`config.mk`:
```
export PLATFORM = sky130hd
export DESIGN_NAME = source_sweep_ctrl
export DESIGN_NICKNAME = d
export VERILOG_FILES = /design/src/rtl/source_sweep_ctrl.sv
export SDC_FILE = /design/constraint.sdc
export NUM_CORES = 1
export LEC_CHECK = 0
export BUFFER_PORTS_ARGS = -buffer_cell sky130_fd_sc_hd__buf_2
export CAP_MARGIN = 20
export CORE_MARGIN = 3
export CORE_UTILIZATION = 66
export CTS_CLUSTER_SIZE = 24
export DETAILED_ROUTE_END_ITERATION = 6
export PLACE_DENSITY = 0.93
export SLEW_MARGIN = 20
export SYNTH_ARGS = -nofsm -noshare
export SYNTH_HDL_FRONTEND = slang
export SYNTH_SLANG_ARGS = --single-unit
```
`constraint.sdc`:
```
create_clock -name clk -period 8 [get_ports clk]
set_clock_uncertainty 0.1 [all_clocks]
set_input_delay 0.4 -clock clk [delete_from_list [all_inputs] [get_ports clk]]
set_output_delay 0.4 -clock clk [all_outputs]
set_load 0.01 [all_outputs]
```
`src/rtl/source_sweep_ctrl.sv`:
```
// rtl/source_sweep_ctrl.sv - sweep sequencer for the controlled/AC source bank
//
// Steps every enabled source through start + k*step (saturating) for npts
// points. For each point it writes the enabled sources over a valid/ready bus,
// waits `settle` cycles, then requests one measurement.
//
// Ports:
//   clk, rst_n            clock, asynchronous active-low reset
//   cfg_we/addr/en/       per-source configuration write (IDLE only)
//   cfg_start/cfg_step
//   npts, settle          sweep length and settle cycles, sampled at start
//   start, abort          sweep start pulse, sweep cancel (abort wins)
//   wr_valid/ready/       source write bus
//   wr_sel/wr_data
//   meas_req, meas_ack    measurement handshake
//   busy, done            sweep in progress, one-cycle completion pulse
//   point_idx, sat        current point index, sticky saturation flag
module source_sweep_ctrl #(
  parameter int NSRC = 4,
  parameter int VW   = 16,
  parameter int CW   = 12,
  localparam int AW  = (NSRC > 1) ? $clog2(NSRC) : 1
) (
  input  logic                 clk,
  input  logic                 rst_n,
  input  logic                 cfg_we,
  input  logic [AW-1:0]        cfg_addr,
  input  logic                 cfg_en,
  input  logic signed [VW-1:0] cfg_start,
  input  logic signed [VW-1:0] cfg_step,
  input  logic [CW-1:0]        npts,
  input  logic [CW-1:0]        settle,
  input  logic                 start,
  input  logic                 abort,
  output logic                 wr_valid,
  input  logic                 wr_ready,
  output logic [AW-1:0]        wr_sel,
  output logic signed [VW-1:0] wr_data,
  output logic                 meas_req,
  input  logic                 meas_ack,
  output logic                 busy,
  output logic                 done,
  output logic [CW-1:0]        point_idx,
  output logic                 sat
);

  typedef enum logic [2:0] {
    S_IDLE, S_APPLY, S_SETTLE, S_MEAS, S_NEXT, S_DONE
  } state_t;

  state_t                r_state;
  logic [NSRC-1:0]       r_en;
  logic signed [VW-1:0]  r_start [NSRC];
  logic signed [VW-1:0]  r_step  [NSRC];
  logic signed [VW-1:0]  r_acc   [NSRC];
  logic [CW-1:0]         r_npts;
  logic [CW-1:0]         r_settle;
  logic [CW-1:0]         r_cnt;
  logic [CW-1:0]         r_k;
  logic [AW-1:0]         r_idx;
  logic                  r_wr_valid;
  logic [AW-1:0]         r_wr_sel;
  logic signed [VW-1:0]  r_wr_data;
  logic                  r_meas_req;
  logic                  r_busy;
  logic                  r_done;
  logic                  r_sat;

  logic [VW:0]           w_sum    [NSRC];
  logic signed [VW-1:0]  w_acc_nx [NSRC];
  logic [NSRC-1:0]       w_ovf;
  logic [AW-1:0]         w_idx_inc;
  logic                  w_last_idx;
  logic                  w_cfg_ok;

  // Saturating add: one guard bit detects signed overflow, the guard bit's
  // sign picks which rail to clamp to.
  for (genvar g = 0; g < NSRC; g++) begin : g_sat
    assign w_sum[g]    = {r_acc[g][VW-1], r_acc[g]} + {r_step[g][VW-1], r_step[g]};
    assign w_ovf[g]    = w_sum[g][VW] ^ w_sum[g][VW-1];
    assign w_acc_nx[g] = !w_ovf[g]     ? w_sum[g][VW-1:0] :
                         w_sum[g][VW]  ? {1'b1, {(VW-1){1'b0}}} :
                                         {1'b0, {(VW-1){1'b1}}};
  end

  assign w_idx_inc  = r_idx + 1'b1;
  assign w_last_idx = (r_idx == AW'(NSRC - 1));
  assign w_cfg_ok   = (int'(cfg_addr) < NSRC);

  // Outputs are registered one cycle ahead: whenever a transition enters an
  // APPLY slot, the write bus for that slot is loaded on the same edge.
  always_ff @(posedge clk or negedge rst_n) begin
    if (!rst_n) begin
      r_state    <= S_IDLE;
      r_en       <= '0;
      for (int i = 0; i < NSRC; i++) begin
        r_start[i] <= '0;
        r_step[i]  <= '0;
        r_acc[i]   <= '0;
      end
      r_npts     <= '0;
      r_settle   <= '0;
      r_cnt      <= '0;
      r_k        <= '0;
      r_idx      <= '0;
      r_wr_valid <= 1'b0;
      r_wr_sel   <= '0;
      r_wr_data  <= '0;
      r_meas_req <= 1'b0;
      r_busy     <= 1'b0;
      r_done     <= 1'b0;
      r_sat      <= 1'b0;
    end else if (abort && r_state != S_IDLE) begin
      // Drop handshakes mid-flight; sat, point_idx and cfg are preserved.
      r_state    <= S_IDLE;
      r_wr_valid <= 1'b0;
      r_meas_req <= 1'b0;
      r_busy     <= 1'b0;
      r_done     <= 1'b0;
    end else begin
      case (r_state)
        S_IDLE: begin
          r_done <= 1'b0;
          if (cfg_we && w_cfg_ok) begin
            r_en[cfg_addr]    <= cfg_en;
            r_start[cfg_addr] <= cfg_start;
            r_step[cfg_addr]  <= cfg_step;
          end
          if (start && !abort) begin
            r_npts   <= npts;
            r_settle <= settle;
            r_k      <= '0;
            r_sat    <= 1'b0;
            for (int i = 0; i < NSRC; i++) r_acc[i] <= r_start[i];
            if (npts == '0) begin
              r_state <= S_DONE;
              r_done  <= 1'b1;
            end else begin
              r_state    <= S_APPLY;
              r_busy     <= 1'b1;
              r_idx      <= '0;
              r_wr_valid <= r_en[0];
              r_wr_sel   <= '0;
              r_wr_data  <= r_start[0];
            end
          end
        end

        S_APPLY: begin
          // Advance when the slot is disabled or its transfer completes.
          if (!r_wr_valid || wr_ready) begin
            if (w_last_idx) begin
              r_wr_valid <= 1'b0;
              if (r_settle == '0) begin
                r_state    <= S_MEAS;
                r_meas_req <= 1'b1;
              end else begin
                r_state <= S_SETTLE;
                r_cnt   <= r_settle;
              end
            end else begin
              r_idx      <= w_idx_inc;
              r_wr_valid <= r_en[w_idx_inc];
              r_wr_sel   <= w_idx_inc;
              r_wr_data  <= r_acc[w_idx_inc];
            end
          end
        end

        S_SETTLE: begin
          if (r_cnt == CW'(1)) begin
            r_state    <= S_MEAS;
            r_meas_req <= 1'b1;
          end else begin
            r_cnt <= r_cnt - 1'b1;
          end
        end

        S_MEAS: begin
          if (meas_ack) begin
            r_meas_req <= 1'b0;
            r_state    <= S_NEXT;
          end
        end

        S_NEXT: begin
          if (r_k == r_npts - CW'(1)) begin
            r_state <= S_DONE;
            r_busy  <= 1'b0;
            r_done  <= 1'b1;
          end else begin
            for (int i = 0; i < NSRC; i++) r_acc[i] <= w_acc_nx[i];
            if (|w_ovf) r_sat <= 1'b1;
            r_k        <= r_k + 1'b1;
            r_state    <= S_APPLY;
            r_idx      <= '0;
            r_wr_valid <= r_en[0];
            r_wr_sel   <= '0;
            r_wr_data  <= w_acc_nx[0];
          end
        end

        S_DONE: begin
          r_done  <= 1'b0;
          r_state <= S_IDLE;
        end

        default: r_state <= S_IDLE;
      endcase
    end
  end

  assign wr_valid  = r_wr_valid;
  assign wr_sel    = r_wr_sel;
  assign wr_data   = r_wr_data;
  assign meas_req  = r_meas_req;
  assign busy      = r_busy;
  assign done      = r_done;
  assign point_idx = r_k;
  assign sat       = r_sat;

endmodule

```
==> impl_metrics.py <==
metrics = {
    "worst_setup_path": {
        "required_ps": 8360,
        "crit_type": "reg -> reg",
        "crit_path_end_kind": "flop",
        "ff2ff_path_depth": 14,
        "crit_path_max_fanout": 15,
        "crit_arrival_ps": 5920,
        "crit_path_start_kind": "flop",
        "r2r_setup_slack_ps": 2450,
    },
    "sta": {
        "timing.final.ws_setup_ps": 2450,
        "layout_min_cycle_time_ps": 5550,
        "min_period_over_period_pct": 69.4,
        "fin_tns_setup_ps": 0,
        "finalSetupViolations": 0,
        "tightestPinTransition_ps": 1100,
        "rsz0062_at_grt": "no",
        "hold_viol": 0,
        "maxSlewViolCount": 0,
        "max_freq_mhz": 180,
        "slew_headroom_pct": 26.7,
    },
    "cts": {
        "cts_resized": 0,
        "cts_tree": "done",
        "clkTransAtPathRegs_ps": 60,
        "clock-sinks": 270,
        "htreeDepth": 1,
        "numCtsBuffers": 29,
        "cts_buffer_depth": 3,
        "root_buffer": "clkbuf_16",
        "clk_latency_ps": 560,
    },
    "die": {
        "die_h_um": 158,
        "rows": 54,
        "coreArea_um2": 22200,
        "die_area_um2": 24900,
        "initial_core_util_pct": 68.6,
        "io_pins": 101,
        "die_w_um": 158,
    },
    "power": {
        "peakVddDrop_uv": 327,
        "power.density_nw_per_um2": 481,
        "power_mw": 8.24,
        "p_leak_nw": 7.57,
    },
    "drt": {
        "drc": 0,
        "wire_per_inst_um": 23.3,
        "num_vias": 13100,
        "drt.antenna.violating_nets": 0,
        "wirelength_um": 43200,
        "first_pass_iters": 6,
        "via_per_inst": 7.06,
        "drt_iter0_drc": 1559,
    },
    "logic_synthesis": {
        "synth_area_um2": 15200,
        "yosys_warnings": 0,
        "async_flop_share_pct": 100,
        "yosys_most_used_dff": "dfrtp_1",
        "netlist_instances": 1455,
        "synth-seq-cells": 270,
        "synth-edff-count": 0,
        "synth_cell_type_count": 73,
        "synth.net_count": 1600,
        "ys_seq_area_share_pct": 44.3,
        "avgSynthCellArea_um2": 10.5,
    },
    "cells_and_area": {
        "stdcell_count": 1851,
        "layout_commonest_cell": "dfrtp_1",
        "final_cell_mix": "270 x dfrtp_1, 154 x mux2_2, 133 x o21ai_0",
        "fillers": 1301,
        "finalNetCount": 1695,
        "diodes": 0,
        "syn_to_final_growth_pct": 12.3,
        "utilization_pct": 77.0,
        "drive_above_1_share_pct": 22.7,
    },
    "global_routing": {
        "grt_usage_pct": 34.7,
        "grt_pass1_wl_um": 69000,
        "overflow": 0,
        "antenna_found_initial": 1,
        "grt_max_degree": 144,
        "grt_pass1_vias": 13300,
    },
    "flow_run": {
        "maxCapViolCount": 0,
    },
    "hold_path": {
        "hold_class": "in -> reg",
        "holdPathStages": 2,
    },
    "place": {
        "dp_hpwl_um": 27800,
        "place_ws_ps": 2980,
        "port_buffers": 100,
        "gp_congestion": 0.956,
        "placed_cells": 1778,
    },
    "outcome": {
        "outcome": "complete, no violations",
    },
}
[metrics by stage]
| step | hold slack, ps | cell area [µm²] |
|---|---|---|
| 6_report | 13.6 | 17100 |
| 5_1_grt | 7.82 | 17100 |
| 4_1_cts | 1.73 | 17100 |
| 3_5_place_dp | 389 | 15900 |
| 3_3_place_gp | 381 | 15900 |
| 2_1_floorplan | 4.41 | 15200 |
[Yosys cell counts, types with 6 or more instances]
library cell	count	share of area, %
or4_1	6	0.30
a22oi_1	33	1.6
a211oi_1	13	0.64
nor3_1	25	0.82
clkbuf_1	50	1.2
or3_1	14	0.57
o22ai_1	26	1.1
buf_1	11	0.27
nor4_1	13	0.53
o21ai_0	133	4.4
dfrtp_1	270	44
mux4_2	17	2.5
nand2b_1	8	0.33
o21bai_1	7	0.34
o211ai_1	8	0.39
and2_1	7	0.29
o21a_1	14	0.69
o31ai_1	8	0.39
ha_1	75	6.2
and3_1	6	0.25
nand2_1	106	2.6
buf_2	6	0.20
a21oi_1	69	2.3
o21ai_1	36	1.2
xor2_1	29	1.7
nand3_1	30	0.99
a21boi_0	9	0.44
inv_1	24	0.59
a31oi_1	30	1.2
nand4_1	6	0.25
xnor2_1	36	2.1
mux2_2	154	11
a21o_1	25	1.2
nor2_1	76	1.9
[path summary, 6_finish.rpt]
path	startpoint	to
max	r_acc[32]$_DFFE_PN0P_	r_acc[37]$_DFFE_PN0P_
min in group asynchronous	rst_n	point_idx[3]$_DFFE_PN0P_
max reg2reg	r_acc[32]$_DFFE_PN0P_	r_acc[37]$_DFFE_PN0P_
min reg2reg	r_start[3]$_DFFE_PN0P_	r_start[3]$_DFFE_PN0P_
max in group asynchronous	rst_n	r_acc[28]$_DFFE_PN0P_
min	npts[10]	r_npts[10]$_DFFE_PN0P_
[layer usage]
layer / track usage [%] / vias up / wire length, µm
met4: 15.2 / 2 / 1940
li1: - / 5606 / -
met5: 0 / - / 22
met3: 7.57 / 193 / 5110
met2: 56.0 / 907 / 20100
met1: 45.6 / 6363 / 16000
[worst max-delay path: stages, from the launching register on]
cell and delay, ps:
dfrtp_1 400, ha_1 230, fa_1 440, a211oi_1 340
o21bai_1 180, a211oi_1 440, o31ai_1 180, a2111oi_0 820
a21o_1 180, ha_1 480, inv_1 300, a21o_1 250
o21ai_2 660, o22ai_1 240, o21ai_1 190
[state kept, by name, summed over array words and instances, names as in the netlist]
| name | cells |
|---|---|
| meas_req | 1 |
| busy | 1 |
| r_step | 64 |
| wr_data | 16 |
| wr_sel | 2 |
| wr_valid | 1 |
| r_acc | 64 |
| r_cnt | 12 |
| point_idx | 12 |
| r_start | 64 |
| sat | 1 |
| r_state | 3 |
| r_npts | 12 |
| r_settle | 12 |
| done | 1 |
| r_en | 4 |
[area by class of cell]
type	instances	area (µm²)	share of cell area [%]
multi-input cells	1087	8090	47.3
flip-flops and latches	270	6760	39.5
clock buffers	43	888	5.19
repair buffers	137	853	4.99
well taps	280	350	2.05
inverters	25	93.8	0.548
clock inverters	9	80.1	0.468
[cells by family (layout without fill, tap and decap cells)]
kind of cell | Yosys count | after routing | synth area share (%)
flops | 270 | 270 | 44.3
fa+ha+maj | 79 | 79 | 6.68
compound gates | 445 | 445 | 18.1
buf+inv | 98 | 214 | 2.68
mux | 174 | 174 | 14.1
xor+xnor | 65 | 65 | 3.74
simple gates | 324 | 324 | 10.4
[power by group]
| part | internal, mW | switching [mW] | leakage (nW) |
|---|---|---|---|
| Sequential | 2.00 | 0.605 | 3.29 |
| Clock | 0.797 | 0.559 | 0.488 |
| Combinational | 1.80 | 2.47 | 3.78 |
| Total | 4.60 | 3.64 | 7.57 |
[timing repair]
action | CTS | global route
setup buffers | 0 | 0
endpoints found under the hold margin | 147 | 0
hold buffers | 21 | 0
No activity file was read; power rests on OpenSTA's default activity.
